--- config.mk ---
export PLATFORM = sky130hd
export DESIGN_NAME = move_replay_driver
export DESIGN_NICKNAME = d
export VERILOG_FILES = /design/src/rtl/move_replay_driver.sv
export SDC_FILE = /design/constraint.sdc
export NUM_CORES = 1
export LEC_CHECK = 0
export ABC_AREA = 1
export CAP_MARGIN = 20
export CORE_ASPECT_RATIO = 0.8
export CORE_UTILIZATION = 35
export CTS_CLUSTER_DIAMETER = 120
export DETAILED_ROUTE_END_ITERATION = 12
export DONT_BUFFER_PORTS = 1
export PLACE_DENSITY = 0.57
export SLEW_MARGIN = 40
export SYNTH_ARGS = -nofsm -noshare
export SYNTH_HDL_FRONTEND = slang
export SYNTH_SLANG_ARGS = --single-unit
export TNS_END_PERCENT = 100
--- constraint.sdc ---
create_clock -name clk_20 -period 2.4 [get_ports clk_20]
set_input_delay 0.48 -clock clk_20 [delete_from_list [all_inputs] [get_ports clk_20]]
set_output_delay 0.48 -clock clk_20 [all_outputs]
set_load 0.03 [all_outputs]
--- src/rtl/move_replay_driver.sv ---
// Records live one-pulsed direction presses and replays them as spaced move pulses.
// Live presses pass through to the game while idle or recording; replay blocks them.
module move_replay_driver #(
  parameter int DEPTH = 16,
  parameter int AW    = 4,
  parameter int GAP   = 48
) (
  input  logic          clk_20,
  input  logic          rst,
  input  logic          rec_en,
  input  logic          play,
  input  logic          clear,
  input  logic          in_right,
  input  logic          in_left,
  input  logic          in_up,
  input  logic          in_down,
  output logic          out_right,
  output logic          out_left,
  output logic          out_up,
  output logic          out_down,
  output logic [AW:0]   count,
  output logic          full,
  output logic          overflow,
  output logic          busy,
  output logic          done
);

  localparam int GW = $clog2(GAP + 1);
  localparam logic [AW:0] DEPTH_C = (AW + 1)'(DEPTH);
  localparam logic [AW:0] ONE_C   = (AW + 1)'(1);

  typedef enum logic [1:0] {S_IDLE, S_RECORD, S_PLAY, S_GAP} state_t;

  state_t        state;
  logic [1:0]    mem [DEPTH];
  logic [AW:0]   rd_ptr;
  logic [GW-1:0] gap_cnt;
  logic [3:0]    moves;

  logic          press;
  logic [1:0]    press_code;
  logic [1:0]    rd_code;
  logic          at_full;
  logic          wr_en;

  // Move code 0..3 to the {down, up, left, right} pulse vector.
  function automatic logic [3:0] onehot(input logic [1:0] code);
    case (code)
      2'd0:    onehot = 4'b0001;
      2'd1:    onehot = 4'b0010;
      2'd2:    onehot = 4'b0100;
      2'd3:    onehot = 4'b1000;
      default: onehot = 4'b0000;
    endcase
  endfunction

  // Priority encode simultaneous presses and decide whether this edge writes the buffer.
  always_comb begin
    press      = in_right | in_left | in_up | in_down;
    press_code = 2'd3;
    if (in_right) begin
      press_code = 2'd0;
    end else if (in_left) begin
      press_code = 2'd1;
    end else if (in_up) begin
      press_code = 2'd2;
    end else begin
      press_code = 2'd3;
    end
    at_full = (count == DEPTH_C);
    wr_en   = (state == S_RECORD) && press && !clear && !at_full;
    rd_code = mem[rd_ptr[AW-1:0]];
  end

  // Move buffer; contents are left alone by reset and clear.
  always_ff @(posedge clk_20) begin
    if (wr_en) begin
      mem[count[AW-1:0]] <= press_code;
    end
  end

  // Control FSM with all outputs registered.
  always_ff @(posedge clk_20 or posedge rst) begin
    if (rst) begin
      state    <= S_IDLE;
      count    <= '0;
      full     <= 1'b0;
      overflow <= 1'b0;
      busy     <= 1'b0;
      done     <= 1'b0;
      rd_ptr   <= '0;
      gap_cnt  <= '0;
      moves    <= 4'b0000;
    end else begin
      done  <= 1'b0;
      moves <= 4'b0000;
      if (clear) begin
        state    <= S_IDLE;
        count    <= '0;
        full     <= 1'b0;
        overflow <= 1'b0;
        busy     <= 1'b0;
        rd_ptr   <= '0;
      end else begin
        case (state)
          S_IDLE: begin
            if (press) begin
              moves <= onehot(press_code);
            end
            if (rec_en) begin
              state <= S_RECORD;
            end else if (play && (count != '0)) begin
              state  <= S_PLAY;
              rd_ptr <= '0;
              busy   <= 1'b1;
            end
          end
          S_RECORD: begin
            if (press) begin
              moves <= onehot(press_code);
              if (at_full) begin
                overflow <= 1'b1;
              end else begin
                count <= count + ONE_C;
                full  <= ((count + ONE_C) == DEPTH_C);
              end
            end
            if (!rec_en) begin
              state <= S_IDLE;
            end
          end
          // Running past the last entry lands here once more to finish in step with GAP.
          S_PLAY: begin
            if (rd_ptr < count) begin
              moves   <= onehot(rd_code);
              gap_cnt <= GW'(GAP - 1);
              state   <= S_GAP;
            end else begin
              done  <= 1'b1;
              busy  <= 1'b0;
              state <= S_IDLE;
            end
          end
          S_GAP: begin
            if (gap_cnt <= GW'(1)) begin
              rd_ptr <= rd_ptr + ONE_C;
              state  <= S_PLAY;
            end else begin
              gap_cnt <= gap_cnt - GW'(1);
            end
          end
          default: begin
            state <= S_IDLE;
          end
        endcase
      end
    end
  end

  assign out_right = moves[0];
  assign out_left  = moves[1];
  assign out_up    = moves[2];
  assign out_down  = moves[3];

endmodule

# Word level (Yosys, flattened, before mapping)
# Memories as Yosys holds them, arrays and structs flattened.
# Index checks and enable logic that the tools add are counted.
# W data, S select, Z words.
[totals]
ff_bits = 26
latch_bits = 0
mem_bits_rw = 32
romBits = 0
inputBits = 9
out_inout_bits = 13
word_cells = 108
mem_count = 1
[mem_list]
columns = ["memory", "depth", "width", "rd", "rd_clocked_by_memory_dff", "write_ports", "line", "text"]
rows = [
  ["mem", 16, 2, 1, 0, 1, "35", "logic [1:0] mem [DEPTH];"],
]
[op_classes]
addsub = 3
mul = 0
div = 0
n_lt_le_gt_ge = 2
n_eq_ne = 20
n_shift = 0
n_mux = 46
bitwise_logic = 4
n_reduce_logical = 23
[op_table]
columns = ["op", "n"]
rows = [
  ["$mux W5", 8],
  ["$pmux W4 S4", 2],
  ["$mux W1", 18],
  ["$mux W2", 8],
  ["$ne A3 B3 Y1 const B", 5],
  ["$eq A2 B2 Y1 const B", 6],
  ["$mux W4", 3],
  ["$mux W6", 2],
  ["$pmux W6 S2", 1],
  ["$reduce_and A4 Y1", 3],
  ["$add A5 B1 Y5 const B", 2],
  ["$eq A5 B5 Y1 const B", 2],
  ["$pmux W5 S2", 1],
  ["$reduce_and A3 Y1", 3],
  ["$pmux W2 S4", 1],
  ["$pmux W4 S2", 1],
  ["$reduce_bool A2 Y1", 4],
  ["$eq A2 B1 Y1 const B", 3],
  ["$le A6 B1 Y1 const B", 1],
  ["$logic_not A2 Y1", 3],
  ["$ne A2 B2 Y1 const B", 3],
  ["$reduce_bool A3 Y1", 2],
  ["$sub A6 B1 Y6 const B", 1],
  ["$lt A5 B5 Y1", 1],
  ["other kinds (8)", 14],
]

# Logic depth before layout (Yosys ltp)
# Gate-level depths: netlist (run 1).
[depth]
depth_word = 8
mapped_depth = 13
mapped_depth_nobuf = 12

# Worst setup path before layout (run 1)
# OpenSTA, ideal clock, no wires.
[synth_path]
path_type = "reg2reg"
from = "reg count[2]"
to = "reg gap_cnt[2]"
setup_time_ps = 126
arrival_ps = 1834
required_time_ps = 2274
slack_ps = 440
stages_incl_launch_ff = 14
path_buffers = 1
period_less_slack_ps = 1960
path_cell_list = "dfrtp_1 -> buf_4 -> inv_1 -> ha_1 -> nand2_1 -> inv_1 -> o21ai_0 -> nand3_1 -> nand2_1 -> nand2_2 -> inv_2 -> nand2_1 -> nand2_1 -> nand3_1"
[synth_via]
elab_chain_len = 3
[synth_rtl]
columns = ["item", "line", "text"]
rows = [
  ["start: declaration", "21", "output logic [AW:0] count,"],
  ["start signal: assignment", "124", "count <= count + ONE_C;"],
  ["$lt A5 B5 Y1", "134", "if (rd_ptr < count) begin"],
  ["$ne A2 B2 Y1 (no source line)", "n/a", ""],
  ["$reduce_and A4 Y1 (no source line)", "n/a", ""],
  ["end signal: assignment", "136", "gap_cnt <= GW'(GAP - 1);"],
  ["end signal: assignment", "149", "gap_cnt <= gap_cnt - GW'(1);"],
  ["end: declaration", "37", "logic [GW-1:0] gap_cnt;"],
]
# Every way passes these cells.
# A chain may end at the register's enable or synchronous reset.

# Final worst setup path (run 1)
[layout_path]
from = "reg rd_ptr[2]"
to = "reg moves[1]"
[layout_via]
elab_chain_len = 6
word_cells_on_any_way = 10
cone_classes = "order compare (1); eq/ne (3); mux (4); reduce/logical (1); memory (1)"
[layout_rtl]
columns = ["item", "line", "text"]
rows = [
  ["start: declaration", "36", "logic [AW:0] rd_ptr;"],
  ["start signal: assignment", "146", "rd_ptr <= rd_ptr + ONE_C;"],
  ["$mem_v2 Z16 W2", "n/a", ""],
  ["$eq A2 B2 Y1 (tied with other cells)", "48", "case (code)"],
  ["$pmux W4 S4", "48", ""],
  ["$mux W4 *", "134", ""],
  ["$pmux W4 S2 *", "105", "case (state)"],
  ["$mux W4 *", "97", "if (clear) begin"],
  ["end signal: assignment", "108", "moves <= onehot(press_code);"],
  ["end signal: assignment", "120", "moves <= onehot(press_code);"],
  ["end signal: assignment", "135", "moves <= onehot(rd_code);"],
  ["end: declaration", "38", "logic [3:0] moves;"],
]
# Mark *: on every way between the ends. The rest lies on a longest branch, timed or not.

==> results of run 1 <==
[cells in the mapped netlist (3+ instances only)]
master | number | area [um^2]
sky130_fd_sc_hd__a21oi_1 | 8 | 40.04
sky130_fd_sc_hd__buf_2 | 4 | 20.02
sky130_fd_sc_hd__dfrtp_1 | 26 | 650.6
sky130_fd_sc_hd__edfxtp_1 | 32 | 960.9
sky130_fd_sc_hd__ha_1 | 12 | 150.1
sky130_fd_sc_hd__inv_1 | 54 | 202.7
sky130_fd_sc_hd__inv_2 | 10 | 37.54
sky130_fd_sc_hd__nand2_1 | 89 | 334.1
sky130_fd_sc_hd__nand2_2 | 6 | 37.54
sky130_fd_sc_hd__nand3_1 | 50 | 250.2
sky130_fd_sc_hd__nand4_1 | 5 | 31.28
sky130_fd_sc_hd__nor2_1 | 28 | 105.1
sky130_fd_sc_hd__nor2_2 | 5 | 31.28
sky130_fd_sc_hd__nor3_1 | 3 | 15.01
sky130_fd_sc_hd__nor3_2 | 3 | 30.03
sky130_fd_sc_hd__o21ai_0 | 6 | 30.03
sky130_fd_sc_hd__o21ai_1 | 11 | 55.05
sky130_fd_sc_hd__o21ai_2 | 3 | 26.28
sky130_fd_sc_hd__xor2_1 | 5 | 43.79
[through the flow]
| step | hold slack [ns] | setup WS, ns |
|---|---|---|
| after global placement | 0.4545 | 0.4486 |
| final | 0.1039 | 0.3787 |
| after detailed placement | 0.4561 | 0.4445 |
| after floorplan | 0.4808 | 0.4403 |
| after global routing | 0.1322 | 0.1542 |
| after CTS | 0.1122 | 0.4134 |
[sequential cells by signal (all words and copies together) (netlist names)]
register	count
mem	32
gap_cnt	6
count	5
rd_ptr	5
moves	4
state	2
busy	1
done	1
full	1
overflow	1
[power groups by stage]
stage          registers [W]  clock network [W]  logic [W]
2_1_floorplan        0.00129                  0   0.000535
5_1_grt              0.00127            0.00140   0.000821
3_3_place_gp         0.00128                  0   0.000719
6_report             0.00126            0.00134   0.000723
3_5_place_dp         0.00128                  0   0.000720
4_1_cts              0.00126            0.00135   0.000723
[worst reg2reg max path, stage by stage, from the launching register on]
cell	delay, ns
sky130_fd_sc_hd__dfrtp_1	0.58
sky130_fd_sc_hd__ha_1	0.32
sky130_fd_sc_hd__nand2_1	0.06
sky130_fd_sc_hd__inv_1	0.03
sky130_fd_sc_hd__o21ai_0	0.15
sky130_fd_sc_hd__nand3_1	0.13
sky130_fd_sc_hd__nor2_1	0.37
sky130_fd_sc_hd__nand3_1	0.14
sky130_fd_sc_hd__a21oi_1	0.15
[area by class of cell]
cell class                 count  area (um^2)  area share, %
clock buffer                  10        229.0          6.203
inverter                      66        247.7          6.712
timing repair buffer          10        75.07          2.034
multi-input combinational    248         1306          35.39
tap                          112        140.1          3.797
sequential                    58         1612          43.66
clock inverter                 6        81.33          2.203
[cells by family (layout without fill, tap and decap cells)]
family	Yosys count	count (layout)	synth area share, %
flip-flops	58	58	50.12
adder cells (fa/ha/maj)	12	12	4.669
XOR/XNOR	7	7	1.907
AND/OR/NAND/NOR	194	194	27.16
buffers and inverters	74	92	9.261
AO/OA/AOI/OAI	35	35	6.887
[per-layer routing]
layer  vias up  GRT usage, %
met5         -             0
met4         0         5.774
met1      1145         25.39
met3         8         5.134
li1       1258             -
met2        68         23.96
[worst paths after layout]
check | startpoint | endpoint | slack [ns] | cells past startpoint
worst max-delay path | rd_ptr[2] | moves[1] | 0.38 | 8
worst min-delay path | rst | state[0] | 0.10 | 2
worst max register to register | rd_ptr[2] | moves[1] | 0.38 | 8
worst min register to register | gap_cnt[3] | gap_cnt[3] | 0.52 | 2
max in group asynchronous | rst | rd_ptr[0] | 2.03 | 2
min in group clk_20 | clear | overflow | 0.22 | 1
==> impl_summary.txt, run 1 <==
----------------------------------------------------
[Outcome]
  Outcome ... finished clean

[Setup path]
  Cells traversed along the worst timing path ... ha_1 -> nand2_1 -> inv_1 -> o21ai_0 -> nand3_1 -> nor2_1 -> nand3_1 -> a21oi_1
  Crit path largest cell delay ... 0.58 ns
  Critical-path cell with the highest stage delay ... sky130_fd_sc_hd__dfrtp_1
  Largest fanout on the critical path ... 13
  Critical path buffers and inverters ... 1
  Endpoint required time on the critical path ... 2.65 ns
  CP Data Arrival Time ... between 2 and 2.5 ns
  WS Path Type ... reg -> reg
  Most common cell on crit path ... sky130_fd_sc_hd__nand3_1
  Crit path capture type ... flop
  Sort of element at the start of the critical path ... flop
  Top delay family on crit path ... simple AND/OR/NAND/NOR gates

[Logic synthesis]
  Seq/Total Area, Yosys ... 50.12%
  Synth Cell Area ... 3216 um^2
  Fraction of registers with async set or reset after synthesis ... 44.83%
  EDFF count, synth ... 32
  Nets in the synthesized netlist ... 401
  Synthesized netlist cell count ... 380
  Average footprint of a synthesized cell ... 8.462 um^2
  Dominant register cell in the synthesized netlist ... sky130_fd_sc_hd__edfxtp_1
  Number of storage elements in the synthesis netlist ... 58
  Number of distinct library cells after synthesis ... 35
  Count of yosys warnings during synthesis ... 0

[Route]
  Total via count after detailed routing ... between 2000 and 2500
  Metal1 wirelength ... 3.847 mm
  First drt pass iteration count ... 5
  Detail Route Antenna Nets ... 0
  Top Metal Used ... met4
  DRC marker count from the first detailed-route iteration ... 177
  Routed vias/inst ... between 4 and 5
  Detailed-route wire length per cell ... ~14 um
  Drt total wl ... 7.358 mm
  Met3 Routed Length ... between 400 and 500 um
  DRC Markers ... 0
  Routed met2 length ... 3.018 mm

[Die]
  Initial Utilization ... 36.93%
  DIE WIDTH ... 109.2 um
  Std-Cell Core Area ... 8708 um^2
  Height of the chip ... 87.73 um
  Die ar. ... 9577 um^2
  Number of rows created at floorplan ... 30
  Top Ports ... 22

[Pwr]
  Static leakage power ... 1.648 nW
  Int Power ... 0.002270 W
  Switching portion of total power ... 31.63%
  Power density relative to cell area ... between 800 and 900 nW/um^2
  Clk network pwr share ... 40.3%
  Switch Pwr ... 0.001050 W
  Comb pwr share ... 21.8%
  Part of the total power dissipated in sequential elements ... 37.9%
  Sum of internal, switching and leakage power ... 0.003320 W
  IR Drop Worst-Case VDD ... ~0.00054 V

[Global route]
  Number of antenna violations at the first check in global routing ... 0
  All-layer global routing usage ... 17.27%
  Pin count of the biggest net entering global routing ... 27
  Vias in the first global route ... approximately 2400
  Total gr overflow ... 0
  First-pass GRT wire length ... between 10 and 15 mm

[Place]
  Final HPWL from detailed placement ... 5.384 mm
  Cell total after placement ... 494
  Placer congestion estimate ... 0.8391
  Placed standard-cell area ... 3381 um^2
  Total of buffers placed on input and output ports ... 0

[Layout]
  Antenna diode instance count ... 0
  Fillers ... 876
  Share of layout cells above drive strength 1 ... 13.82%
  Most common cell after layout, fill and taps aside ... sky130_fd_sc_hd__nand2_1
  End-of-flow core utilization ... 42.39%
  Number of nets in the layout ... 414
  Number of non-filler instances in the completed layout ... 510
  Design area ... between 3000 and 4000 um^2
  Area grow syn2layout ... 14.79%
  Commonest cells after routing, fill and taps aside ... sky130_fd_sc_hd__nand2_1 (89), sky130_fd_sc_hd__inv_1 (54), sky130_fd_sc_hd__nand3_1 (50)

[Clock network]
  Num CTS Buffers ... 9
  Reg clk slew, reported paths ... 0.05 ns
  Post_cts resized ... 0
  TritonCTS clock tree ... built
  H-tree level count ... 3
  # hold bufs at CTS ... 0
  Buffers inserted during post-CTS setup optimization ... 0
  Clock tree sinks ... 58
  Worst skew pair latency ... roughly 0.32 ns
  Clock root buffer ... sky130_fd_sc_hd__clkbuf_16
  Maximum root-to-sink buffer count ... 2

[Timing]
  Final Cycle Share ... 84.22%
  Total of endpoints with negative setup slack in the final report ... 0
  Final Slew Violations ... 0
  Accumulated negative setup slack ... 0 ns
  Unrepaired setup endpoints after global routing ... false
  Final min period ... 2.021 ns
  Worst rel slew slack ... 61.47%
  Worst Max-Slew Pin Slew ... 0.5773 ns
  Achievable frequency ... 494.7 MHz
  Final Hold Viols ... 0
  Post-Route Skew ... 0.003520 ns

[Run]
  # Max-Cap Violations ... 0

[Worst hold path]
  Class of the tightest hold or removal check ... in -> async

----------------------------------------------------
Note: power is estimated with default switching activity, not from simulation.
==> inputs of run 2 (changes only) <==
--- a/config.mk
+++ b/config.mk
@@ -12,7 +12,7 @@
 export CTS_CLUSTER_DIAMETER = 120
 export DETAILED_ROUTE_END_ITERATION = 12
 export DONT_BUFFER_PORTS = 1
-export PLACE_DENSITY = 0.57
+export PLACE_DENSITY = 0.59
 export SLEW_MARGIN = 40
 export SYNTH_ARGS = -nofsm -noshare
 export SYNTH_HDL_FRONTEND = slang
==> constraint.sdc (replaced) <==
create_clock -name clk_20 -period 1.8 [get_ports clk_20]
set_input_delay 0.36 -clock clk_20 [delete_from_list [all_inputs] [get_ports clk_20]]
set_output_delay 0.36 -clock clk_20 [all_outputs]
set_load 0.03 [all_outputs]
==> impl_summary.txt, run 2 (synthesized netlist as in run 1, its figures left out) <==
----------------------------------------------------
[Timing]
  Hold slack final ... 0.09335 ns (-0.01059 ns)
  Final Hold Viols ... 0 (unchanged)
  Achievable frequency ... 568.8 MHz (+15%)
  Total of endpoints with negative setup slack in the final report ... 0 (unchanged)
  Worst Max-Slew Pin Slew ... 0.3669 ns (-0.2104 ns)
  Worst Slack Setup Final ... 0.04198 ns (-0.3367 ns)
  Worst rel slew slack ... 75.54% (+14 points)
  Post-Route Skew ... 0.006118 ns (+0.002598 ns)
  Final Cycle Share ... 97.67% (+13 points)
  Final Slew Violations ... 0 (unchanged)
  Final min period ... 1.758 ns (-0.2633 ns)
  Accumulated negative setup slack ... 0 ns (unchanged)

[Setup path]
  Top delay family on crit path ... simple AND/OR/NAND/NOR gates
  Crit path largest cell delay ... 0.40 ns (-0.18 ns)
  Critical-path cell with the highest stage delay ... sky130_fd_sc_hd__dfrtp_2
  Reg-to-Reg Start ... count[2]
  End of the worst register-to-register path ... gap_cnt[2]
  Setup slack of the worst register-to-register path ... 0.04 ns (-0.34 ns)
  Number of cells on the worst reg-to-reg path ... 12 (+4)
  CP Data Arrival Time ... 1.96 ns (-0.31 ns)
  Critical path buffers and inverters ... 3 (+2)
  Endpoint required time on the critical path ... 2.01 ns (-0.64 ns)
  WS Path Type ... reg -> reg
  Crit path capture type ... flop
  Most common cell on crit path ... sky130_fd_sc_hd__nand2_1
  Cells traversed along the worst timing path ... inv_2 -> ha_1 -> nand2_1 -> inv_1 -> o21ai_1 -> nand3_2 -> nand2_2 -> nand2_2 -> inv_4 -> nand2_1 -> nand2_1 -> nand3_1
  Largest fanout on the critical path ... 8 (-5)
  Sort of element at the start of the critical path ... flop

[Die]
  Number of rows created at floorplan ... 30 (unchanged)
  Die ar. ... 9577 um^2 (unchanged)
  Height of the chip ... 87.73 um (unchanged)
  Std-Cell Core Area ... 8708 um^2 (unchanged)
  DIE WIDTH ... 109.2 um (unchanged)
  Top Ports ... 22 (unchanged)
  Initial Utilization ... 36.93% (unchanged)

[Place]
  Placer congestion estimate ... 0.8866 (+5.7%)
  Total of buffers placed on input and output ports ... 0 (unchanged)
  Cell total after placement ... 504 (+2.0%)
  Final HPWL from detailed placement ... 5.586 mm (+3.7%)
  Minimum setup slack after placement ... 0.04272 ns (-0.4018 ns)

[Worst hold path]
  Hold path startpoint ... clear
  End point of the worst hold path ... overflow
  Class of the tightest hold or removal check ... in -> reg
  Number of cells traversed by the worst hold path ... 1

[Global route]
  Vias in the first global route ... 2605 (+11%)
  First-pass GRT wire length ... 12.59 mm (+4.1%)
  All-layer global routing usage ... 17.93% (+0.66 points)
  Total gr overflow ... 0 (unchanged)
  Pin count of the biggest net entering global routing ... 27 (unchanged)
  Number of antenna violations at the first check in global routing ... 0 (unchanged)

[Layout]
  End-of-flow core utilization ... 43.79% (+1.4 points)
  Combined area of the multi-input logic cells ... 1329 um^2 (+1.7%)
  Max FFs per register ... 32 (unchanged)
  Sequential standard cell area ... 1618 um^2 (+0.39%)
  Most common cell after layout, fill and taps aside ... sky130_fd_sc_hd__nand2_1
  Number of non-filler instances in the completed layout ... 522 (+2.4%)
  Area grow syn2layout ... 18.60%
  Fillers ... 853 (-2.6%)
  Share of layout cells above drive strength 1 ... 20.00% (+6.2 points)
  Number of nets in the layout ... 426 (+2.9%)
  Commonest cells after routing, fill and taps aside ... sky130_fd_sc_hd__nand2_1 (88), sky130_fd_sc_hd__inv_1 (50), sky130_fd_sc_hd__nand3_1 (49)
  Antenna diode instance count ... 0 (unchanged)

[Clock network]
  Clock root buffer ... sky130_fd_sc_hd__clkbuf_16
  Reg clk slew, reported paths ... 0.05 ns (about the same)
  Num CTS Buffers ... 9 (unchanged)
  Worst skew pair latency ... 0.33 ns (about the same)
  Maximum root-to-sink buffer count ... 2 (unchanged)
  Clock tree sinks ... 58 (unchanged)
  H-tree level count ... 3 (unchanged)
  TritonCTS clock tree ... built

[Route]
  Routed vias/inst ... 4.921 (+1.2%)
  Drt total wl ... 7.573 mm (+2.9%)
  DRC Markers ... 0 (unchanged)
  First drt pass iteration count ... 4 (-1)
  DRC marker count from the first detailed-route iteration ... 136 (-23%)
  Detail Route Antenna Nets ... 0 (unchanged)
  Detailed-route wire length per cell ... 14.51 um (+0.56%)
  Total via count after detailed routing ... 2569 (+3.6%)

[Pwr]
  IR Drop Worst-Case VDD ... 0.0005567 V (+2.3%)
  Static leakage power ... 1.705 nW (+3.4%)
  Power density relative to cell area ... 1170 nW/um^2 (+30%)

[Run]
  # Max-Cap Violations ... 0 (unchanged)

[Outcome]
  Outcome ... finished clean

----------------------------------------------------
[run 2: changes by cell type in the layout (fill, tap and decap cells not counted), sizes merged]
cell         change
buf             +11
clkbuf           +3
bufinv           -2
clkinv           -1
clkinvlp         -1
dlygate4sd3      +1
inv              +1
[run 2: timing repair]
item	in CTS	in global routing
hold endpoints to repair	21	0
endpoints found under the setup margin	0	15
buffers inserted	0	1
resized for setup	0	11
hold buffers	1	0
[run 2: where the power goes]
part           switching, W  total [W]  internal, W
clock              0.000584    0.00172      0.00113
combinational      0.000714    0.00107     0.000360
sequential         0.000137    0.00167      0.00153
[run 2: area by class of cell]
cell class                      instances  share of cell area (%)
Clock buffer                           13                   7.677
Clock inverter                          3                  0.4265
Inverter                               66                   6.562
Multi-Input combinational cell        248                   34.84
Sequential cell                        58                   42.42
Tap cell                              112                   3.675
Timing Repair Buffer                   22                   4.396
[run 2: per-layer routing]
layer  vias up  global-route usage, %  routed length, um
met5         -                      0                  0
met4         0                  5.774                102
met3        11                  6.399                485
met2        77                  27.39               3312
met1      1199                  23.74               3672
li1       1282                      -                  -
[run 2: worst max-delay path by stage]
stage	startpoint	end	slack, ns	cells after the start
floorplan	count[2]	gap_cnt[2]	0.02	13
global placement	count[4]	moves[1]	0.06	9
detailed placement	count[2]	moves[1]	0.04	9
CTS	count[3]	moves[1]	0.01	9
global route	count[2]	gap_cnt[2]	-0.02	12
finish	count[2]	gap_cnt[2]	0.04	12
[run 2: per-stage QoR]
stage,instance area (um^2),power (W)
6_report,3814,0.004461
5_1_grt,3814,0.004716
3_5_place_dp,3462,0.002709
3_3_place_gp,3462,0.002701
2_1_floorplan,3226,0.002432
4_1_cts,3781,0.004434
